`config.mk`:
```
export PLATFORM = sky130hd
export DESIGN_NAME = mmio_console
export DESIGN_NICKNAME = d
export VERILOG_FILES = /design/src/rtl/mmio_console.sv
export SDC_FILE = /design/constraint.sdc
export NUM_CORES = 1
export LEC_CHECK = 0
export CAP_MARGIN = 20
export CORE_UTILIZATION = 45
export DETAILED_ROUTE_END_ITERATION = 16
export HOLD_SLACK_MARGIN = 0.02
export PLACE_DENSITY = 0.76
export SLEW_MARGIN = 10
export SYNTH_ARGS = -nofsm -noshare
export SYNTH_HDL_FRONTEND = slang
export SYNTH_SLANG_ARGS = --single-unit
```
`constraint.sdc`:
```
create_clock -name clk -period 3.6 [get_ports clk]
set_input_delay 0.72 -clock clk [delete_from_list [all_inputs] [get_ports clk]]
set_output_delay 0.72 -clock clk [all_outputs]
set_load 0.005 [all_outputs]
```
`src/rtl/mmio_console.sv`:
```
// mmio_console: memory-mapped byte console with a UART transmitter.
//
// A core store to CONSOLE_ADDR pushes the low byte of the store data into a
// small TX FIFO. A transmitter FSM drains the FIFO onto an 8N1 serial line
// (LSB first, idle high). A store to FINISH_ADDR records an end-of-test
// request; finish_req is raised only once every queued byte has left the line.
//
// Ports
//   clk         sole clock, all state on the rising edge
//   rst         synchronous active-high reset
//   dccm_wen    core store-write strobe
//   dccm_waddr  store address (full-width compare against the two addresses)
//   dccm_wdata  store data, only [7:0] is used
//   uart_tx     registered serial output
//   tx_busy     FSM not idle or FIFO holds bytes
//   fifo_full   FIFO holds FIFO_DEPTH bytes
//   drop_count  saturating count of bytes discarded on a full FIFO
//   finish_req  sticky end-of-test request, raised after the console drains
//
// state  | meaning
// -------+-----------------------------------------------------------
// IDLE   | line high, waiting for a byte in the FIFO
// START  | start bit (low) for CLKS_PER_BIT cycles
// DATA   | 8 data bits, LSB first, CLKS_PER_BIT cycles each
// STOP   | stop bit (high); pops the next byte directly when one waits

module mmio_console #(
  parameter int unsigned     XLEN         = 32,
  parameter logic [XLEN-1:0] CONSOLE_ADDR = 32'h0020_0000,
  parameter logic [XLEN-1:0] FINISH_ADDR  = 32'h1000_0000,
  parameter int unsigned     CLKS_PER_BIT = 868,
  parameter int unsigned     FIFO_DEPTH   = 16
) (
  input  logic            clk,
  input  logic            rst,
  input  logic            dccm_wen,
  input  logic [XLEN-1:0] dccm_waddr,
  input  logic [XLEN-1:0] dccm_wdata,
  output logic            uart_tx,
  output logic            tx_busy,
  output logic            fifo_full,
  output logic [15:0]     drop_count,
  output logic            finish_req
);

  localparam int unsigned AW = $clog2(FIFO_DEPTH);
  localparam int unsigned CW = $clog2(CLKS_PER_BIT);
  localparam logic [CW-1:0] BIT_RELOAD = CW'(CLKS_PER_BIT - 1);
  localparam logic [AW:0]   FULL_CNT   = (AW + 1)'(FIFO_DEPTH);

  typedef enum logic [1:0] {
    S_IDLE  = 2'd0,
    S_START = 2'd1,
    S_DATA  = 2'd2,
    S_STOP  = 2'd3
  } state_t;

  // FIFO storage and pointers
  logic [7:0]    r_mem [FIFO_DEPTH];
  logic [AW-1:0] r_wptr;
  logic [AW-1:0] r_rptr;
  logic [AW:0]   r_count;

  // transmitter
  state_t        r_state;
  state_t        w_state_nxt;
  logic [CW-1:0] r_bit_cnt;
  logic [CW-1:0] w_bit_cnt_nxt;
  logic [2:0]    r_idx;
  logic [2:0]    w_idx_nxt;
  logic [7:0]    r_shift;
  logic [7:0]    w_shift_nxt;
  logic          r_tx;
  logic          w_tx_nxt;

  // status
  logic [15:0]   r_drop_count;
  logic          r_finish_seen;
  logic          r_finish_req;

  logic          w_console_wr;
  logic          w_finish_wr;
  logic          w_empty;
  logic          w_full;
  logic          w_pop;
  logic          w_push;
  logic          w_bit_done;
  logic          w_unused_wdata;

  assign w_unused_wdata = ^dccm_wdata[XLEN-1:8];

  assign w_console_wr = !rst && dccm_wen && (dccm_waddr == CONSOLE_ADDR);
  assign w_finish_wr  = dccm_wen && (dccm_waddr == FINISH_ADDR);
  assign w_empty      = (r_count == '0);
  assign w_full       = (r_count == FULL_CNT);
  assign w_bit_done   = (r_bit_cnt == '0);

  // A full FIFO still takes the byte when the transmitter pops on the same edge.
  assign w_push = w_console_wr && (!w_full || w_pop);

  // ---------------------------------------------------------------------------
  // Transmitter FSM: state register
  // ---------------------------------------------------------------------------
  always_ff @(posedge clk) begin
    if (rst) begin
      r_state   <= S_IDLE;
      r_bit_cnt <= '0;
      r_idx     <= '0;
      r_shift   <= '0;
      r_tx      <= 1'b1;
    end else begin
      r_state   <= w_state_nxt;
      r_bit_cnt <= w_bit_cnt_nxt;
      r_idx     <= w_idx_nxt;
      r_shift   <= w_shift_nxt;
      r_tx      <= w_tx_nxt;
    end
  end

  // ---------------------------------------------------------------------------
  // Transmitter FSM: next state and line value.
  // The line value follows the current state and is registered, so the start
  // bit appears one edge after the pop, two edges after the triggering store.
  // ---------------------------------------------------------------------------
  always_comb begin
    w_state_nxt   = r_state;
    w_bit_cnt_nxt = r_bit_cnt;
    w_idx_nxt     = r_idx;
    w_shift_nxt   = r_shift;
    w_tx_nxt      = 1'b1;
    w_pop         = 1'b0;

    case (r_state)
      S_IDLE: begin
        w_tx_nxt = 1'b1;
        if (!w_empty) begin
          w_pop         = 1'b1;
          w_shift_nxt   = r_mem[r_rptr];
          w_bit_cnt_nxt = BIT_RELOAD;
          w_state_nxt   = S_START;
        end
      end

      S_START: begin
        w_tx_nxt = 1'b0;
        if (w_bit_done) begin
          w_bit_cnt_nxt = BIT_RELOAD;
          w_idx_nxt     = '0;
          w_state_nxt   = S_DATA;
        end else begin
          w_bit_cnt_nxt = r_bit_cnt - CW'(1);
        end
      end

      S_DATA: begin
        w_tx_nxt = r_shift[0];
        if (w_bit_done) begin
          w_bit_cnt_nxt = BIT_RELOAD;
          w_shift_nxt   = {1'b0, r_shift[7:1]};
          if (r_idx == 3'd7) begin
            w_idx_nxt   = '0;
            w_state_nxt = S_STOP;
          end else begin
            w_idx_nxt   = r_idx + 3'd1;
          end
        end else begin
          w_bit_cnt_nxt = r_bit_cnt - CW'(1);
        end
      end

      S_STOP: begin
        w_tx_nxt = 1'b1;
        if (w_bit_done) begin
          // Back-to-back frames: the next start bit begins on the edge the
          // stop bit ends, without passing through IDLE.
          if (!w_empty) begin
            w_pop         = 1'b1;
            w_shift_nxt   = r_mem[r_rptr];
            w_bit_cnt_nxt = BIT_RELOAD;
            w_state_nxt   = S_START;
          end else begin
            w_state_nxt   = S_IDLE;
          end
        end else begin
          w_bit_cnt_nxt = r_bit_cnt - CW'(1);
        end
      end

      default: begin
        w_state_nxt = S_IDLE;
      end
    endcase
  end

  // ---------------------------------------------------------------------------
  // TX FIFO
  // ---------------------------------------------------------------------------
  always_ff @(posedge clk) begin
    if (w_push) begin
      r_mem[r_wptr] <= dccm_wdata[7:0];
    end
  end

  always_ff @(posedge clk) begin
    if (rst) begin
      r_wptr  <= '0;
      r_rptr  <= '0;
      r_count <= '0;
    end else begin
      if (w_push) begin
        r_wptr <= r_wptr + AW'(1);
      end
      if (w_pop) begin
        r_rptr <= r_rptr + AW'(1);
      end
      case ({w_push, w_pop})
        2'b10:   r_count <= r_count + (AW + 1)'(1);
        2'b01:   r_count <= r_count - (AW + 1)'(1);
        default: r_count <= r_count;
      endcase
    end
  end

  // ---------------------------------------------------------------------------
  // Drop counter and end-of-test handshake
  // ---------------------------------------------------------------------------
  always_ff @(posedge clk) begin
    if (rst) begin
      r_drop_count <= '0;
    end else if (w_console_wr && !w_push && (r_drop_count != 16'hFFFF)) begin
      r_drop_count <= r_drop_count + 16'd1;
    end
  end

  // A store landing on the same edge keeps finish_req low: that byte is
  // still pending after the edge.
  always_ff @(posedge clk) begin
    if (rst) begin
      r_finish_seen <= 1'b0;
      r_finish_req  <= 1'b0;
    end else begin
      r_finish_seen <= r_finish_seen | w_finish_wr;
      r_finish_req  <= r_finish_req |
                       (r_finish_seen && w_empty && (r_state == S_IDLE) && !w_push);
    end
  end

  assign uart_tx    = r_tx;
  assign tx_busy    = (r_state != S_IDLE) || !w_empty;
  assign fifo_full  = w_full;
  assign drop_count = r_drop_count;
  assign finish_req = r_finish_req;

endmodule

```
After elaboration in Yosys (flattened, before gate mapping)
Memory sizes are Yosys's and may differ from the RTL's. A register that Yosys moved wholly into a read port is not among the register bits.
Index checks and enable logic that the tools add are counted.
{"block": "totals", "ff_bits": 55, "ram_bits": 128, "input_bits": 67, "output_inout_bits": 20, "wordCells": 91, "n_memories": 1}
{"memory": "r_mem", "words": 16, "word_bits": 8, "rd": 1, "rd_clocked_by_memory_dff": 1, "wr": 1, "line_no": "59", "rtl": "logic [7:0] r_mem [FIFO_DEPTH];"}
{"block": "classes", "add_sub_neg": 7, "eq_ne": 15, "mux": 28, "bitwise_logic": 2, "reduce_logical": 27}
{"op": "$eq 32x22->1 const B", "count": 1}
{"op": "$eq 32x29->1 const B", "count": 1}
{"op": "$mux 10", "count": 3}
{"op": "$pmux 10 s3", "count": 1}
{"op": "$mux 8", "count": 3}
{"op": "$pmux 8 s3", "count": 1}
{"op": "$add 16x1->16 const B", "count": 1}
{"op": "$ne 16x16->1 const B", "count": 1}
{"op": "$logic_not 10->1", "count": 1}
{"op": "$mux 2", "count": 5}
{"op": "$ne 2x2->1 const B", "count": 5}
{"op": "$pmux 5 s2", "count": 1}
{"op": "$sub 10x1->10 const B", "count": 1}
{"op": "$logic_and 1x1->1", "count": 9}
{"op": "$mux 3", "count": 3}
{"op": "$add 4x1->4 const B", "count": 2}
{"op": "$mux 4", "count": 2}
{"op": "$pmux 2 s4", "count": 1}
{"op": "$eq 2x2->1 const B", "count": 3}
{"op": "$pmux 3 s2", "count": 1}
{"op": "$reduce_and 3->1", "count": 2}
{"op": "$reduce_bool 2->1", "count": 3}
{"op": "$add 5x1->5 const B", "count": 1}
{"op": "$eq 5x5->1 const B", "count": 1}
{"op": "other kinds (15)", "count": 26}

Logic depth before layout (Yosys ltp)
{"block": "depth", "depth_word": 9, "mapped_depth": 14, "ltp_nobuf": 14}

Least setup slack after synthesis
No wires, ideal clock.
{"block": "synth_timing", "kind": "input port to flip-flop", "startpoint": "input port dccm_waddr[1]", "endpoint": "register r_count[4]", "setup_time_ns": 0.130, "arrival_ns": 2.736, "t_required_ns": 3.470, "path_slack_ns": 0.734, "path_stages": 10, "n_path_buf": 0, "path_cell_list": "nor4_1 > nand4_1 > or3_4 > and2_1 > ha_1 > a21o_1 > a21oi_1 > and3_1 > o21a_1 > nor3_1"}
{"block": "synth_via", "elab_chain_len": 5, "elab_cells_between_ends": 7, "cone_classes": "eq/ne: 3; mux: 1; reduce/logical: 3"}
{"element": "from (decl)", "line_no": "37", "rtl": "input logic [XLEN-1:0] dccm_waddr,"}
{"element": "$eq 32x22->1 *", "line_no": "92", "rtl": "assign w_console_wr = !rst && dccm_wen && (dccm_waddr == CONSOLE_ADDR);"}
{"element": "$logic_and 1x1->1 *", "line_no": "92"}
{"element": "$logic_and 1x1->1 *", "line_no": "99", "rtl": "assign w_push = w_console_wr && (!w_full || w_pop);"}
{"element": "$eq 2x1->1 / $eq 2x2->1 (equally long branches)", "line_no": "216", "rtl": "case ({w_push, w_pop})"}
{"element": "$pmux 5 s2 / $reduce_bool 2->1 (equally long branches)"}
{"element": "to (signal assigned)", "line_no": "217", "rtl": "2'b10: r_count <= r_count + (AW + 1)'(1);"}
{"element": "to (signal assigned)", "line_no": "218", "rtl": "2'b01: r_count <= r_count - (AW + 1)'(1);"}
{"element": "to (signal assigned)", "line_no": "219", "rtl": "default: r_count <= r_count;"}
{"element": "to (decl)", "line_no": "62", "rtl": "logic [AW:0] r_count;"}
Every way passes the cells marked *; elsewhere a longest branch is shown, timed or not.
A chain may end at the register's enable or synchronous reset.

Worst setup path after layout
{"block": "layout_timing", "startpoint": "register r_bit_cnt[0]", "endpoint": "memory r_mem[2][3] (enable)"}
{"block": "layout_via", "elab_chain_len": 7}
{"element": "from (decl)", "line_no": "67", "rtl": "logic [CW-1:0] r_bit_cnt;"}
{"element": "from (signal assigned)", "line_no": "113", "rtl": "r_bit_cnt <= w_bit_cnt_nxt;"}
{"element": "$logic_not 10->1", "line_no": "96", "rtl": "assign w_bit_done = (r_bit_cnt == '0);"}
{"element": "$mux 1", "line_no": "173", "rtl": "if (w_bit_done) begin"}
{"element": "$pmux 1 s2", "line_no": "133", "rtl": "case (r_state)"}
{"element": "$logic_or 1x1->1", "line_no": "99"}
{"element": "$logic_and 1x1->1", "line_no": "99"}
{"element": "$mux 1", "line_no": "199", "rtl": "if (w_push) begin"}
{"element": "$mux 1 (not written as such)", "line_no": "200", "rtl": "r_mem[r_wptr] <= dccm_wdata[7:0];"}
{"element": "to (decl)", "line_no": "59"}
No other way between the ends.

==> out/qor.csv <==
metric;value;unit
post-CTS setup buffers;0;
DP Cell Count;859;
pin count of the biggest net entering global routing;58;
Fill cells;1316;
share of layout cells above drive strength 1;16.2;%
pre-CTS WS;92.5;ps
Slew Limit Fails;0;
Rows;48;
DR iter-0 viols;422;
max_slew headroom;49.2;%
H-tree levels;4;
I/O pin count;87;
commonest non-fill, non-tap cell in the layout;edfxtp_1;
CTS clk-pin slew, worst paths;70;ps
synthesized cell area;8040;um2
routed vias/inst;5.73;
slowest CP cell;o31ai_2;
final wirelength;16.6;mm
post-synthesis sequential area ratio;62.5;%
crit path DAT;3260;ps
wire length per cell;18.7;um
largest cells by area after synthesis;edfxtp_1, dfxtp_1, mux4_2;
GP Congestion;0.817;
CP required;3720;ps
Root Buffer;clkbuf_16;
crit-path max cell delay;570;ps
vias in the first global route;5184;
most used flip-flop cell after synthesis;edfxtp_1;
Hold Buf Count CTS;0;
# port buffers;62;
Worst Skew;9.85;ps
crit path time final;3140;ps
CTS tree;yes;
Synth area leader;edfxtp_1;
post-DP HPWL;11.4;mm
YS warnings;0;
CP max FO;8;
Die Wd;136;um
static leakage;3.12;nW
setup TNS;0;ps
Layout Nets;739;
final std cells w/o fill;891;
Reg2Reg Depth;9;
Setup WS post-layout;465;ps
Slew @ Worst Pin;761;ps
peak supply drop;0.405;mV
Yosys cell types;56;
DRT antenna net count;0;
Mapped Cells;579;
FFs w/ async S/R, synth;0;%
initial core utilization;46.3;%
worst hold path class;register to register;
Die Ht;136;um
Final setup viols;0;
CTS Buf Count;17;
Clk Latency, worst-skew pair;420;ps
antenna cells;0;
Final Hold Vio Count;0;
first-pass GRT wire length;26.7;mm
CTS Buffer Depth;2;
Syn Area/Cell;13.9;um2
Power Dens Cells;606;nW/um2
CP Capture Type;register;
via count;5101;
CTS Sinks;187;
number of flops mapped to enable cells by yosys;128;
Area Overhead vs Synth;18.9;%
commonest cells after routing, fill and taps aside;edfxtp_1, clkdlybuf4s50_1, nor2_1, dfxtp_1, mux4_2;
syn nets;665;
Fmax;319;MHz
Final period util;87.1;%
Reg-to-Reg Start;r_bit_cnt[0]$_SDFF_PP0_;
DRT Pass-1 Iters;5;
first element of the critical path;r_bit_cnt[0]$_SDFF_PP0_;
total track usage;19.2;%
crit path launch type;register;
# DRC;0;
max_cap viols;0;
kind of critical path;register to register;
hold path start;r_idx[2]$_SDFFE_PP0P_;
post-cts gate resize count;0;
Synth top area share;47.8;%
core area;17400;um2
Die Area;18400;um2
grt total ovfl;0;
initial antenna violation count;0;
status;complete, no violations;
worst hold path depth;2;
crit-path cells;inv_1 -> ha_1 -> nor4b_2 -> a41oi_1 -> o31ai_2 -> and2_0 -> nand2_1 -> nor3_1 -> buf_4;
Yosys reg bits;187;
final core occ;55.1;%
RSZ-0062 raised after global routing;no;
[synthesized netlist by cell type (15+ instances only)]
| cell | number |
|---|---|
| edfxtp_1 | 128 |
| mux4_2 | 40 |
| dfxtp_1 | 59 |
| ha_1 | 18 |
| nor3_1 | 18 |
| nor2_1 | 59 |
| nand3_1 | 15 |
| nand2_1 | 27 |
| o21ai_0 | 17 |
| clkbuf_1 | 20 |
| a21oi_1 | 35 |
| inv_1 | 15 |
[power breakdown]
group          switching [W]  internal (W)  total (W)
sequential          0.000102       0.00240    0.00250
clock               0.000841      0.000985    0.00183
combinational       0.000812      0.000653    0.00147
total                0.00176       0.00404    0.00579
[layer usage]
metal,vias up,GRT usage [%],part of all wire [%]
li1,2379,-,-
met1,2532,23.8,41
met2,170,32.9,53
met3,20,3.82,4.5
met4,0,7.12,1.4
met5,-,0,0
[layout make-up]
type                       instances  area [um2]  area share [%]
clock buffer                      18         429            4.49
clock inverter                    14         151            1.58
inverter                          15        56.3           0.589
multi-input combinational        346        2830            29.5
sequential                       187        5030            52.5
tap                              225         282            2.94
timing repair buffer              86         796            8.32
[kinds of logic (layout without fill, tap and decap cells)]
| kind of cell | Yosys count | after routing | synth area share, % |
|---|---|---|---|
| flip-flops | 187 | 187 | 62.5 |
| adder cells (fa/ha/maj) | 19 | 19 | 3.05 |
| AND/OR/NAND/NOR | 181 | 181 | 11.7 |
| AO/OA/AOI/OAI | 83 | 83 | 6.47 |
| buffers and inverters | 46 | 133 | 2.40 |
| multiplexers | 53 | 53 | 12.8 |
| XOR/XNOR | 10 | 10 | 1.09 |
[worst max-delay path, delay by kind of cell (launching register included)]
kind	cells	cell delay, ps
compound gates	2	870
fa+ha+maj	1	200
buf+inv	2	320
flops	1	350
simple gates	4	1080
[sequential cells by signal, indices dropped and copies added, names as in the netlist, named ones only]
register / count
r_rptr: 4
r_idx: 3
r_shift: 8
r_bit_cnt: 10
drop_count: 16
r_finish_seen: 1
uart_tx: 1
r_wptr: 4
r_state: 2
r_mem: 128
finish_req: 1
r_count: 5
[worst paths after layout]
check / slack (ps) / endpoint
worst max-delay path: 460 / r_mem[2][3]$_DFFE_PP_
worst min-delay path: 470 / r_idx[2]$_SDFFE_PP0P_
worst max register to register: 460 / r_mem[2][3]$_DFFE_PP_
worst min register to register: 470 / r_idx[2]$_SDFFE_PP0P_
[stage by stage]
| stage | hold slack [ps] | cell area [um2] | total power (W) |
|---|---|---|---|
| after floorplan | 436 | 8040 | 0.00361 |
| after CTS | 466 | 9570 | 0.00582 |
| after detailed placement | 456 | 8990 | 0.00400 |
| after global routing | 489 | 9570 | 0.00609 |
| after global placement | 443 | 8990 | 0.00392 |
| final | 468 | 9570 | 0.00579 |
(Power assumes the default switching activity.)
